### config.mk
export PLATFORM = sky130hd
export DESIGN_NAME = gpu_fb_write_arbiter
export DESIGN_NICKNAME = d
export VERILOG_FILES = /design/src/rtl/gpu_fb_pkg.sv /design/src/rtl/gpu_fb_addr_calc.sv /design/src/rtl/gpu_fb_write_arbiter.sv
export SDC_FILE = /design/constraint.sdc
export NUM_CORES = 1
export LEC_CHECK = 0
export BUFFER_PORTS_ARGS = -buffer_cell sky130_fd_sc_hd__buf_2
export CORE_ASPECT_RATIO = 1.1
export CORE_UTILIZATION = 44
export DETAILED_ROUTE_END_ITERATION = 7
export PLACE_DENSITY = 0.84
export SLEW_MARGIN = 20
export SYNTH_ARGS = -nofsm -noshare
export SYNTH_HDL_FRONTEND = slang
export SYNTH_SLANG_ARGS = --single-unit
### constraint.sdc
create_clock -name clk -period 3.5 [get_ports clk]
set_input_delay 0.7 -clock clk [delete_from_list [all_inputs] [get_ports clk]]
set_output_delay 0.7 -clock clk [all_outputs]
set_load 0.005 [all_outputs]
### src/rtl/gpu_fb_pkg.sv
// Shared types and screen constants for the framebuffer write path.
package gpu_fb_pkg;

    localparam int SCREEN_WIDTH  = 640;
    localparam int SCREEN_HEIGHT = 480;
    localparam int CHANNEL_BITS  = 8;
    localparam int COLOR_BITS    = 3 * CHANNEL_BITS;

    typedef enum logic [1:0] {
        IDLE  = 2'd0,
        BUSY  = 2'd1,
        DRAIN = 2'd2,
        SWAP  = 2'd3
    } fb_state_t;

    typedef enum logic {
        LINE = 1'b0,
        FILL = 1'b1
    } req_id_t;

endpackage

### src/rtl/gpu_fb_addr_calc.sv
// Pixel (x,y) to back-buffer linear address, plus off-screen detection.
// The row multiply is a constant shift-add (640 = 512 + 128).
module gpu_fb_addr_calc #(
    parameter int WIDTH_BITS    = 10,
    parameter int HEIGHT_BITS   = 9,
    parameter int SCREEN_WIDTH  = 640,
    parameter int SCREEN_HEIGHT = 480,
    parameter int FB_ADDR_BITS  = 20
) (
    input  logic [WIDTH_BITS-1:0]   x,
    input  logic [HEIGHT_BITS-1:0]  y,
    input  logic                    front_sel,
    output logic [FB_ADDR_BITS-1:0] addr,
    output logic                    clipped
);

    localparam int                   LIN_BITS = FB_ADDR_BITS - 1;
    localparam logic [31:0]          STRIDE   = 32'(SCREEN_WIDTH);
    localparam logic [WIDTH_BITS:0]  X_LIMIT  = (WIDTH_BITS + 1)'(SCREEN_WIDTH);
    localparam logic [HEIGHT_BITS:0] Y_LIMIT  = (HEIGHT_BITS + 1)'(SCREEN_HEIGHT);

    logic [LIN_BITS-1:0] x_ext_s;
    logic [LIN_BITS-1:0] y_ext_s;
    logic [LIN_BITS-1:0] row_base_s;

    assign x_ext_s = LIN_BITS'(x);
    assign y_ext_s = LIN_BITS'(y);

    // Row base = y * stride, summing one shifted copy of y per set stride bit
    always_comb begin
        row_base_s = '0;
        for (int i = 0; i < LIN_BITS; i++) begin
            row_base_s = row_base_s + (STRIDE[i] ? (y_ext_s << i) : {LIN_BITS{1'b0}});
        end
    end

    // Writes always land in the buffer not being displayed
    always_comb begin
        addr    = {~front_sel, row_base_s + x_ext_s};
        clipped = ({1'b0, x} >= X_LIMIT) || ({1'b0, y} >= Y_LIMIT);
    end

endmodule

### src/rtl/gpu_fb_write_arbiter.sv
// Framebuffer write arbiter: round-robin between line and fill engines,
// clipping, single-entry output stage held until SRAM ack, and
// drain-then-flip double-buffer swap sequencing.
module gpu_fb_write_arbiter #(
    parameter int WIDTH_BITS    = 10,
    parameter int HEIGHT_BITS   = 9,
    parameter int CHANNEL_BITS  = gpu_fb_pkg::CHANNEL_BITS,
    parameter int SCREEN_WIDTH  = gpu_fb_pkg::SCREEN_WIDTH,
    parameter int SCREEN_HEIGHT = gpu_fb_pkg::SCREEN_HEIGHT,
    parameter int FB_ADDR_BITS  = 20
) (
    input  logic                      clk,
    input  logic                      n_rst,
    input  logic                      line_valid_i,
    output logic                      line_ready_o,
    input  logic [WIDTH_BITS-1:0]     line_x_i,
    input  logic [HEIGHT_BITS-1:0]    line_y_i,
    input  logic [3*CHANNEL_BITS-1:0] line_color_i,
    input  logic                      fill_valid_i,
    output logic                      fill_ready_o,
    input  logic [WIDTH_BITS-1:0]     fill_x_i,
    input  logic [HEIGHT_BITS-1:0]    fill_y_i,
    input  logic [3*CHANNEL_BITS-1:0] fill_color_i,
    input  logic                      swap_req_i,
    output logic                      swap_done_o,
    output logic                      front_sel_o,
    output logic                      mem_req_o,
    output logic [FB_ADDR_BITS-1:0]   mem_addr_o,
    output logic [3*CHANNEL_BITS-1:0] mem_data_o,
    input  logic                      mem_ack_i,
    output logic [15:0]               clip_count_o,
    output logic                      idle_o
);

    import gpu_fb_pkg::*;

    localparam int COLOR_W = 3 * CHANNEL_BITS;

    fb_state_t             state_r;
    fb_state_t             next_state_s;
    req_id_t               last_grant_r;
    logic                  swap_pending_r;
    logic                  front_sel_r;
    logic [15:0]           clip_count_r;
    logic [FB_ADDR_BITS-1:0] mem_addr_r;
    logic [COLOR_W-1:0]    mem_data_r;

    logic                  grant_line_s;
    logic                  grant_fill_s;
    logic                  can_accept_s;
    logic                  hs_s;
    logic                  write_s;
    logic [WIDTH_BITS-1:0] sel_x_s;
    logic [HEIGHT_BITS-1:0] sel_y_s;
    logic [COLOR_W-1:0]    sel_color_s;
    logic [FB_ADDR_BITS-1:0] calc_addr_s;
    logic                  calc_clipped_s;

    // A new pixel fits only when the output stage is empty or emptying this cycle
    assign can_accept_s = !swap_pending_r &&
                          ((state_r == IDLE) || ((state_r == BUSY) && mem_ack_i));

    // Round-robin grant: on a tie the requester that was not served last wins
    always_comb begin
        grant_line_s = 1'b0;
        grant_fill_s = 1'b0;
        if (line_valid_i && fill_valid_i) begin
            if (last_grant_r == FILL) begin
                grant_line_s = 1'b1;
            end else begin
                grant_fill_s = 1'b1;
            end
        end else begin
            grant_line_s = line_valid_i;
            grant_fill_s = fill_valid_i;
        end
    end

    assign line_ready_o = can_accept_s && grant_line_s;
    assign fill_ready_o = can_accept_s && grant_fill_s;
    assign hs_s         = line_ready_o || fill_ready_o;
    assign write_s      = hs_s && !calc_clipped_s;

    // Select the granted requester's pixel for address calculation and capture
    always_comb begin
        if (grant_fill_s) begin
            sel_x_s     = fill_x_i;
            sel_y_s     = fill_y_i;
            sel_color_s = fill_color_i;
        end else begin
            sel_x_s     = line_x_i;
            sel_y_s     = line_y_i;
            sel_color_s = line_color_i;
        end
    end

    gpu_fb_addr_calc #(
        .WIDTH_BITS    (WIDTH_BITS),
        .HEIGHT_BITS   (HEIGHT_BITS),
        .SCREEN_WIDTH  (SCREEN_WIDTH),
        .SCREEN_HEIGHT (SCREEN_HEIGHT),
        .FB_ADDR_BITS  (FB_ADDR_BITS)
    ) u_addr_calc (
        .x         (sel_x_s),
        .y         (sel_y_s),
        .front_sel (front_sel_r),
        .addr      (calc_addr_s),
        .clipped   (calc_clipped_s)
    );

    // FSM state register
    always_ff @(posedge clk or negedge n_rst) begin
        if (!n_rst) begin
            state_r <= IDLE;
        end else begin
            state_r <= next_state_s;
        end
    end

    // FSM next state: a pending swap always drains the output stage before flipping
    always_comb begin
        next_state_s = state_r;
        case (state_r)
            IDLE: begin
                if (swap_pending_r) begin
                    next_state_s = SWAP;
                end else if (write_s) begin
                    next_state_s = BUSY;
                end else begin
                    next_state_s = IDLE;
                end
            end
            BUSY: begin
                if (!mem_ack_i) begin
                    if (swap_pending_r) begin
                        next_state_s = DRAIN;
                    end else begin
                        next_state_s = BUSY;
                    end
                end else if (swap_pending_r) begin
                    // Last write acked in the same cycle: nothing left to drain
                    next_state_s = SWAP;
                end else if (write_s) begin
                    next_state_s = BUSY;
                end else begin
                    next_state_s = IDLE;
                end
            end
            DRAIN: begin
                if (mem_ack_i) begin
                    next_state_s = SWAP;
                end else begin
                    next_state_s = DRAIN;
                end
            end
            SWAP: begin
                next_state_s = IDLE;
            end
            default: begin
                next_state_s = IDLE;
            end
        endcase
    end

    // FSM outputs decoded from the state register
    always_comb begin
        mem_req_o   = 1'b0;
        swap_done_o = 1'b0;
        case (state_r)
            IDLE:    begin mem_req_o = 1'b0; swap_done_o = 1'b0; end
            BUSY:    begin mem_req_o = 1'b1; swap_done_o = 1'b0; end
            DRAIN:   begin mem_req_o = 1'b1; swap_done_o = 1'b0; end
            SWAP:    begin mem_req_o = 1'b0; swap_done_o = 1'b1; end
            default: begin mem_req_o = 1'b0; swap_done_o = 1'b0; end
        endcase
        idle_o = (state_r == IDLE) && !swap_pending_r;
    end

    // Swap request latch: repeated pulses merge; a pulse during SWAP starts a new one
    always_ff @(posedge clk or negedge n_rst) begin
        if (!n_rst) begin
            swap_pending_r <= 1'b0;
        end else begin
            swap_pending_r <= swap_req_i || (swap_pending_r && (state_r != SWAP));
        end
    end

    // Front buffer flips on entry to SWAP so it reads back flipped during the done pulse
    always_ff @(posedge clk or negedge n_rst) begin
        if (!n_rst) begin
            front_sel_r <= 1'b0;
        end else if (next_state_s == SWAP) begin
            front_sel_r <= ~front_sel_r;
        end else begin
            front_sel_r <= front_sel_r;
        end
    end

    // Round-robin history: remember who was served, clipped or not
    always_ff @(posedge clk or negedge n_rst) begin
        if (!n_rst) begin
            last_grant_r <= FILL;
        end else if (hs_s) begin
            last_grant_r <= grant_fill_s ? FILL : LINE;
        end else begin
            last_grant_r <= last_grant_r;
        end
    end

    // Output stage: captured only for on-screen pixels, held until the next capture
    always_ff @(posedge clk or negedge n_rst) begin
        if (!n_rst) begin
            mem_addr_r <= '0;
            mem_data_r <= '0;
        end else if (write_s) begin
            mem_addr_r <= calc_addr_s;
            mem_data_r <= sel_color_s;
        end else begin
            mem_addr_r <= mem_addr_r;
            mem_data_r <= mem_data_r;
        end
    end

    // Saturating count of accepted-but-clipped pixels
    always_ff @(posedge clk or negedge n_rst) begin
        if (!n_rst) begin
            clip_count_r <= 16'd0;
        end else if (hs_s && calc_clipped_s && (clip_count_r != 16'hFFFF)) begin
            clip_count_r <= clip_count_r + 16'd1;
        end else begin
            clip_count_r <= clip_count_r;
        end
    end

    assign front_sel_o  = front_sel_r;
    assign mem_addr_o   = mem_addr_r;
    assign mem_data_o   = mem_data_r;
    assign clip_count_o = clip_count_r;

endmodule

Word-level counts from Yosys, hierarchy flattened. Cells that the tools add are included.

Word-level logic and storage cells: 55. ROM bits: 0. Memories: 0. Output and inout bits: 66. Input bits: 92. Bits in latches: 0. Bits in writable memories: 0. Bits in registers: 65.

Multipliers: 0. Reduce and logical (&&, ||, !) cells: 20. Magnitude comparators: 2. Div/mod/pow operators: 0. Add/subtract/negate cells: 3. Eq/ne operators: 6. Bitwise gates (word level): 1. Muxes and demuxes: 16. Shift-type cells: 0.

Operators by type and width (number): $mux W24 (1); $add A16 B18 Y19 (1); $add A19 B10 Y19 (1); $add A16 B1 Y16 const B (1); $ne A16 B16 Y1 const B (1); $ge A10 B10 Y1 const B (1); $logic_and A1 B1 Y1 (10); $mux W10 (1); $ge A9 B9 Y1 const B (1); $mux W9 (1); $pmux W2 S4 (1); $mux W1 (7); $eq A2 B2 Y1 const B (3); $mux W2 (3); $logic_or A1 B1 Y1 (4); $pmux W1 S2 (2); $reduce_or A2 Y1 (2); $reduce_or A3 Y1 (1); $eq A2 B1 Y1 const B (1); $logic_not A1 Y1 (2); $logic_not A2 Y1 (1); $ne A2 B2 Y1 const B (1); $not A1 Y1 (1).

Depth between registers and ports, before layout. Gate-level depths: netlist of the first run.

Depth in word-level cells: 12. Depth in mapped cells: 12. Gate-level depth less buffers: 10.

Modules after synthesis. A second synthesis of the first run with hierarchy kept.

Cells, all modules: 350. Area total of the unflattened synthesis: 3923.8 um^2.

Modules (own cells, without submodules): gpu_fb_write_arbiter (area an instance 3278.1 um^2, instances 1, seq. area each 1627.8 um^2, cells an instance 271); gpu_fb_addr_calc (area an instance 645.6 um^2, instances 1, seq. area each 0.0 um^2, cells an instance 79).

Worst setup path after synthesis of the first run. No wires, ideal clock.

Path kind: input-to-reg. Start point: input fill_valid_i. End point: register mem_addr_r[18] (netlist: mem_addr_o[18]). Arrival time: 3.590 ns. Setup time: 0.133 ns. Path buffers: 2. Slack: -0.222 ns. Cell stages on the path: 11. Data required time: 3.367 ns. Path through: a21boi_2 > buf_4 > buf_2 > mux2_2 > fa_1 > fa_1 > a211oi_1 > o21bai_1 > a2111o_1 > a21oi_1 > o31ai_1.

Word-level cells in the longest chain between the ends: 7. Elaborated cells between the ends (all ways): 15. Classes of those cells: add/sub (2); order compare (2); mux (4); reduce/logical (7).

Ends and longest elaborated chain: start, declared (line gpu_fb_write_arbiter.sv:19) `input logic fill_valid_i,`; parallel branches: the longest is 7 deep, another holds $add A16 B18 Y19; end signal, assigned (line gpu_fb_write_arbiter.sv:216) `mem_addr_r <= calc_addr_s;`; end signal, assigned (line gpu_fb_write_arbiter.sv:219) `mem_addr_r <= mem_addr_r;`; end, declared (line gpu_fb_write_arbiter.sv:45) `logic [FB_ADDR_BITS-1:0] mem_addr_r;`.

Parallel ways; which one is timed is not known. A chain may end at the register's enable or synchronous reset.

Final worst setup path of the first run.
Start point: input line_valid_i. End point: register mem_addr_r[18] (netlist: mem_addr_o[18]).

Word-level cells in the longest chain between the ends: 7. Elaborated cells between the ends (all ways): 15. Classes of those cells: add/sub (2); order compare (2); mux (4); reduce/logical (7).

Ends and longest elaborated chain: start, declared (line gpu_fb_write_arbiter.sv:14) `input logic line_valid_i,`; parallel branches: the longest is 7 deep, another holds $add A16 B18 Y19.

Parallel ways; which one is timed is not known.

==> metrics.yaml, run 1 <==
job:
  drv_cap: 0
drt:
  wl_per_cell_um: 14.6
  drc_errors: 0
  viasPerCell: 5.16
  antenna_left: 0
  dr.pass1.iters: 4
  wl_mm: 9.45
  drtIter0Drc: 81
  num_vias: 3342
placed_design:
  io_buffers: 157
  gp_congestion: 0.863
  dp.cells: 632
  preCtsSetupSlack_ns: -0.157
  dp_hpwl_mm: 7.39
global_routing:
  grt_util_met2_pct: 37.9
  antenna_found_initial: 0
  grt_pass1_wl_mm: 15.4
  grt_usage_pct: 21.6
  gr-usage-met3_pct: 3.90
  met1_usage_pct: 26.5
  grt_max_degree: 45
  first_global_vias: 3329
  grt.busiest_layer: "met2"
  grt-ovfl-total: 0
pwr:
  ir_drop_mv: 0.294
  p_comb_share_pct: 40.3
  p_per_area_nw_per_um2: 620
  switching_share_pct: 36.0
  leakage_uw: 0.00266
  seq_power_share_pct: 38.7
  clock_power_share_pct: 21.0
  total_power_uw: 3090
  power.switching_uw: 1110
  intPower_uw: 1980
floorplan:
  dieArea_um2: 8990
  initial_core_util_pct: 45.3
  core_um2: 8360
  boundaryPins: 158
  num_rows: 35
  die_width_um: 90.5
  die_y_um: 99.3
synth:
  ys_ff_latch: 65
  synth_top_cell_area_share_pct: 42.3
  syn_area_um2: 3790
  synth_cells: 363
  seq_area_frac_synth_pct: 43.0
  yosys.area.top_type: "dfrtp_1"
  synth_cell_type_count: 53
  ys_top_cells_by_area: "dfrtp_1 (42%), mux2i_1 (8.7%), ha_1 (7.6%), o21ai_0 (5.2%), mux2_2 (5.1%)"
  syn-num-nets: 480
  yosys_warnings: 0
  synth_edf_count: 0
  synthFlopType: "dfrtp_1"
  async_flop_share_pct: 100
  syn_area_per_cell_um2: 10.4
sta:
  tns_ns: 0
  relSlewSlack_pct: 51.3
  finalMaxSlewViolations: 0
  min_period_ns: 3.32
  setup_ws_ns: 0.178
  finalHoldViolCount: 0
  setup_viol: 0
  rsz0062_at_grt: "false"
  clock.fmax_mhz: 301
  worstMarginPinSlew_ns: 0.730
  fin_crit_sh_pct: 94.9
  finClkSkew_ns: 0.0142
clocking:
  clk_pin_slew_ns: 0.08
  insertion_delay_ns: 0.34
  cts_buffers: 9
  htreeDepth: 3
  root_buffer: "clkbuf_8"
  clk_path_buf_depth: 2
  cts.hold.buffers_added: 0
  cts-resized-gates: 0
  cts_tree: "yes"
  post_cts_buffers: 0
  clock-sinks: 65
critical_path:
  required_ns: 3.73
  path_class: "in -> reg"
  end_kind: "register"
  cp_max_fo: 6
  start_kind: "input pin"
  arrival_ns: 3.55
cells_and_area:
  nets: 649
  final_cells: 648
  area_growth_pct: 31.6
  most-common-layout-cells: "buf_2 (157), dfrtp_1 (64), nand2_1 (46), o21ai_0 (39), mux2i_1 (33)"
  final_util_pct: 59.6
  layout_commonest_cell: "buf_2"
  drive_gt1_share_pct: 41.5
  antenna_cells: 0
run_status:
  status: "completed"
hold_path:
  holdCritPathClass: "in -> async"
[power groups by stage]
stage                     Combinational, µW  Clock (µW)  Sequential [µW]
after floorplan                         682           0             1210
after global placement                 1200           0             1200
after detailed placement               1250           0             1210
after CTS                              1260         671             1200
after global routing                   1400         703             1230
final                                  1250         650             1200
[worst max-delay path, cell delays in order]
cell and delay (ns):
buf_2 0.12, a21boi_4 0.29, mux2_2 0.40, fa_1 0.53, fa_2 0.43, a211oi_2 0.26, o21bai_1 0.14, a2111o_1 0.43
a21oi_1 0.15, o31ai_1 0.08
[final cells by class]
class | instances | area, µm²
Timing Repair Buffer | 173 | 918
Tap cell | 111 | 139
Fill cell | 741 | 3380
Clock inverter | 7 | 78.8
Multi-Input combinational cell | 272 | 2060
Sequential cell | 65 | 1630
Clock buffer | 9 | 124
Inverter | 11 | 41.3
[layer usage]
| metal | up-vias | share of wire [%] |
|---|---|---|
| met5 | - | 0 |
| met4 | 0 | 1.0 |
| met3 | 12 | 5.0 |
| met2 | 121 | 51 |
| met1 | 1578 | 43 |
| li1 | 1631 | - |
[cell families after synthesis]
logic type | share of synthesized area (%)
simple gates | 14.6
compound gates | 12.0
flops | 43.0
mux | 13.8
buf+inv | 3.14
fa+ha+maj | 8.65
xor+xnor | 4.85
[through the flow]
step	hold slack, ns	instance area (µm²)
after CTS	0.420	4990
after detailed placement	0.466	4780
after global routing	0.454	4990
final	0.414	4990
after floorplan	0.404	3800
after global placement	0.460	4780
[cells in the mapped netlist (2+ instances only)]
cell,number
dfrtp_1,64
nand2_1,46
o21ai_0,39
mux2i_1,33
ha_1,23
mux2_2,17
xor2_1,15
a21oi_1,12
inv_1,11
nor2_1,9
buf_2,8
nor3_1,8
xnor2_1,6
nand4_1,5
and2_1,4
clkbuf_1,4
nand3_1,4
a211oi_1,3
nor2b_1,3
nor4_1,3
o31ai_1,3
a21boi_2,2
and3_1,2
and4_1,2
fa_1,2
nand3_2,2
nor3b_2,2
o211ai_1,2
o21a_1,2
o21ai_1,2
o21bai_1,2
o22ai_1,2
[final timing paths]
| check | depth (start not counted) | endpoint | slack (ns) | start |
|---|---|---|---|---|
| worst max-delay path | 10 | mem_addr_o[18] | 0.18 | line_valid_i |
| worst min-delay path | 1 | swap_pending_r | 0.41 | n_rst |
| worst max register to register | 9 | mem_addr_o[18] | 0.29 | last_grant_r |
| worst min register to register | 2 | mem_data_o[15] | 0.48 | mem_data_o[15] |
| max in group asynchronous | 2 | clip_count_o[11] | 2.30 | n_rst |
| min in group clk | 2 | mem_data_o[15] | 0.48 | mem_data_o[15] |
[registers in the layout, summed over array words and instances, names as in the netlist]
signal / count
mem_addr_o: 20
clip_count_o: 16
front_sel_o: 1
swap_pending_r: 1
mem_data_o: 24
last_grant_r: 1
state_r: 2
Note: power is estimated with default switching activity, not from simulation.
==> run 2, diff against run 1 <==
--- a/config.mk
+++ b/config.mk
@@ -10,7 +10,9 @@
 export CORE_UTILIZATION = 44
 export DETAILED_ROUTE_END_ITERATION = 7
 export PLACE_DENSITY = 0.84
+export REMOVE_ABC_BUFFERS = 1
 export SLEW_MARGIN = 20
 export SYNTH_ARGS = -nofsm -noshare
 export SYNTH_HDL_FRONTEND = slang
+export SYNTH_HIERARCHICAL = 1
 export SYNTH_SLANG_ARGS = --single-unit
==> metrics.yaml, run 2 <==
clocking:
  cts_buffers: 9  # unchanged
  htreeDepth: 3  # unchanged
  cts_tree: "yes"
  root_buffer: "clkbuf_8"
  clock-sinks: 65  # unchanged
  insertion_delay_ns: 0.34  # about the same
  clk_pin_slew_ns: 0.07  # about the same
  clk_path_buf_depth: 2  # unchanged
synth:
  seq_area_frac_synth_pct: 41.5  # -1.5 points
  synth_top_family_by_area: "multiplexers"
  async_flop_share_pct: 100  # unchanged
  synthFlopType: "dfrtp_1"
  synth_edf_count: 0  # unchanged
  synth_top_cells_by_count: "dfrtp_1 (64), mux2_2 (40), a21oi_1 (27), nor2_1 (27), mux2i_1 (26)"
  synthAdderAreaFrac_pct: 8.35  # -0.30 points
  yosys.area.top_type: "dfrtp_1"
  synth_xor_area_share_pct: 4.46  # -0.39 points
  syn_area_um2: 3920  # +3.5%
  synth_cells: 350  # -3.6%
  synth_compound_area_share_pct: 8.55  # -3.5 points
  syn_area_per_cell_um2: 11.2  # +7.4%
  ys_ff_latch: 65  # unchanged
  yosys.area_share.simple_pct: 13.6  # -1.0 points
  synth.most_common_cell: "dfrtp_1"
  synth_cell_type_count: 52  # -1.9%
  synth_top_cell_area_share_pct: 40.8  # -1.4 points
  ys_top_cells_by_area: "dfrtp_1 (41%), mux2_2 (11%), ha_1 (7.3%), mux2i_1 (6.6%), a21oi_1 (3.4%)"
  muxShareOfSynthArea_pct: 18.7  # +4.9 points
  yosys_warnings: 6  # +6
sta:
  tns_ns: 0  # unchanged
  worstMarginPinSlew_ns: 0.830  # +0.0994 ns
  relSlewSlack_pct: 44.7  # -6.6 points
  setup_viol: 0  # unchanged
  fin_crit_sh_pct: 98.2  # +3.3 points
  min_period_ns: 3.44  # +0.115 ns
  holdWs_ns: 0.506  # +0.0926 ns
  finClkSkew_ns: 0.0141  # -0.0000431 ns
  rsz0062_at_grt: "false"
  finalHoldViolCount: 0  # unchanged
  finalMaxSlewViolations: 0  # unchanged
  clock.fmax_mhz: 291  # -3.3%
critical_path:
  slowest_delay_ns: 0.47  # -0.06 ns
  required_ns: 3.72  # about the same
  start_kind: "input pin"
  slowest_stage: "a2111oi_4"
  path_class: "in -> reg"
  end_kind: "register"
  cp_max_fo: 8  # +2
  arrival_ns: 3.66  # +0.11 ns
  critical_path.top_delay_family: "compound AO/OA/AOI/OAI gates"
  critical_path_buf_inv_count: 4  # +3
  critPathMostFrequentCell: "inv_1"
  path_cells: "buf_2, a21boi_4, buf_12, mux2_4, inv_1, fa_2, inv_1, ha_1, a21o_1, a2111oi_4, o21ai_2, a21oi_2, xnor2_1, mux2_2"
  r2r_slack_ns: 0.09  # -0.20 ns
floorplan:
  die_width_um: 92.0  # +1.7%
  core_um2: 8500  # +1.6%
  initial_core_util_pct: 46.2  # +0.88 points
  die_y_um: 101  # +1.7%
  num_rows: 35  # unchanged
  boundaryPins: 158  # unchanged
  dieArea_um2: 9300  # +3.5%
drt:
  wl_per_cell_um: 14.7  # +0.89%
  wl_mm: 9.36  # -0.97%
  antenna_left: 0  # unchanged
  drc_errors: 0  # unchanged
  dr.pass1.iters: 4  # unchanged
  viasPerCell: 5.17  # +0.18%
  num_vias: 3286  # -1.7%
  drtIter0Drc: 126  # +56%
cells_and_area:
  final_cell_area_um2: 5170  # +3.8%
  layout_commonest_cell: "buf_2"
  area_growth_pct: 31.9
  fillers: 699  # -5.7%
  largest_reg_flops: 24  # unchanged
  most-common-layout-cells: "buf_2 (157), dfrtp_1 (64), mux2_2 (37), a21oi_1 (27), nor2_1 (27)"
  drive_gt1_share_pct: 49.7  # +8.2 points
  final_util_pct: 60.9  # +1.3 points
  antenna_cells: 0  # unchanged
  final_cells: 636  # -1.9%
  nets: 637  # -1.8%
global_routing:
  met1_usage_pct: 22.4  # -4.1 points
  grt_usage_pct: 20.6  # -0.95 points
  grt.busiest_layer: "met2"
  antenna_found_initial: 0  # unchanged
  gr-usage-met3_pct: 3.92  # +0.022 points
  grt_util_met2_pct: 38.5  # +0.64 points
  grt_max_degree: 66  # +47%
  first_global_vias: 3401  # +2.2%
  grt-ovfl-total: 0  # unchanged
  grt_pass1_wl_mm: 15.1  # -2.1%
pwr:
  ir_drop_mv: 0.355  # +20%
  p_per_area_nw_per_um2: 648  # +4.5%
  leakage_uw: 0.00266  # about the same
placed_design:
  io_buffers: 157  # unchanged
  placed_area_um2: 4890  # +2.2%
  gp_congestion: 0.859  # -0.51%
  dp.cells: 614  # -2.8%
  dp_hpwl_mm: 7.10  # -3.8%
run_status:
  status: "completed"
job:
  drv_cap: 0  # unchanged
hold_path:
  holdCritPathClass: "reg -> reg"
## run 2: cell families after synthesis
family                   Yosys count
AO/OA/AOI/OAI                     50
AND/OR/NAND/NOR                   84
flip-flops                        65
multiplexers                      68
buffers and inverters             38
XOR/XNOR                          20
adder cells (fa/ha/maj)           25
## run 2: cell type report
class                      instances  area, µm²  area share, %
tap                              111        139           2.68
sequential                        65       1630           31.5
multi-input combinational        247       2140           41.3
clock buffer                       9        124           2.39
clock inverter                     7        100           1.93
inverter                          17       63.8           1.23
timing repair buffer             180        983           19.0
## run 2: per-stage QoR
| step | power (µW) | worst slack (ns) |
|---|---|---|
| after floorplan | 2030 | -4.94 |
| after global placement | 2530 | -0.149 |
| final | 3350 | 0.0633 |
| after global routing | 3600 | 0.00262 |
| after detailed placement | 2620 | -0.274 |
| after CTS | 3360 | 0.0910 |
## run 2: routing by layer
metal  up-vias  wire (µm)
met3        22        537
li1       1583          -
met5         -          0
met1      1549       3630
met2       132       4990
met4         0        192
## run 2: what timing repair did
action,CTS,global route
hold buffers,0,0
buffers inserted,0,6
endpoints found under the setup margin,0,3
resized for setup,0,6
## run 2: report_power, final
part	internal, µW	switching (µW)	total [µW]
logic	746	655	1400
registers	1050	173	1220
clock network	409	320	728
total	2200	1150	3350
## run 2: worst paths after layout
path | startpoint | endpoint | depth (start not counted)
hold / removal | mem_addr_o[3] | mem_addr_o[3] | 1
min in group asynchronous | n_rst | mem_data_o[19] | 2
setup reg to reg | last_grant_r | mem_addr_o[17] | 13
max in group asynchronous | n_rst | mem_data_o[4] | 2
hold reg to reg | mem_addr_o[3] | mem_addr_o[3] | 1
setup / recovery | fill_valid_i | mem_addr_o[17] | 14
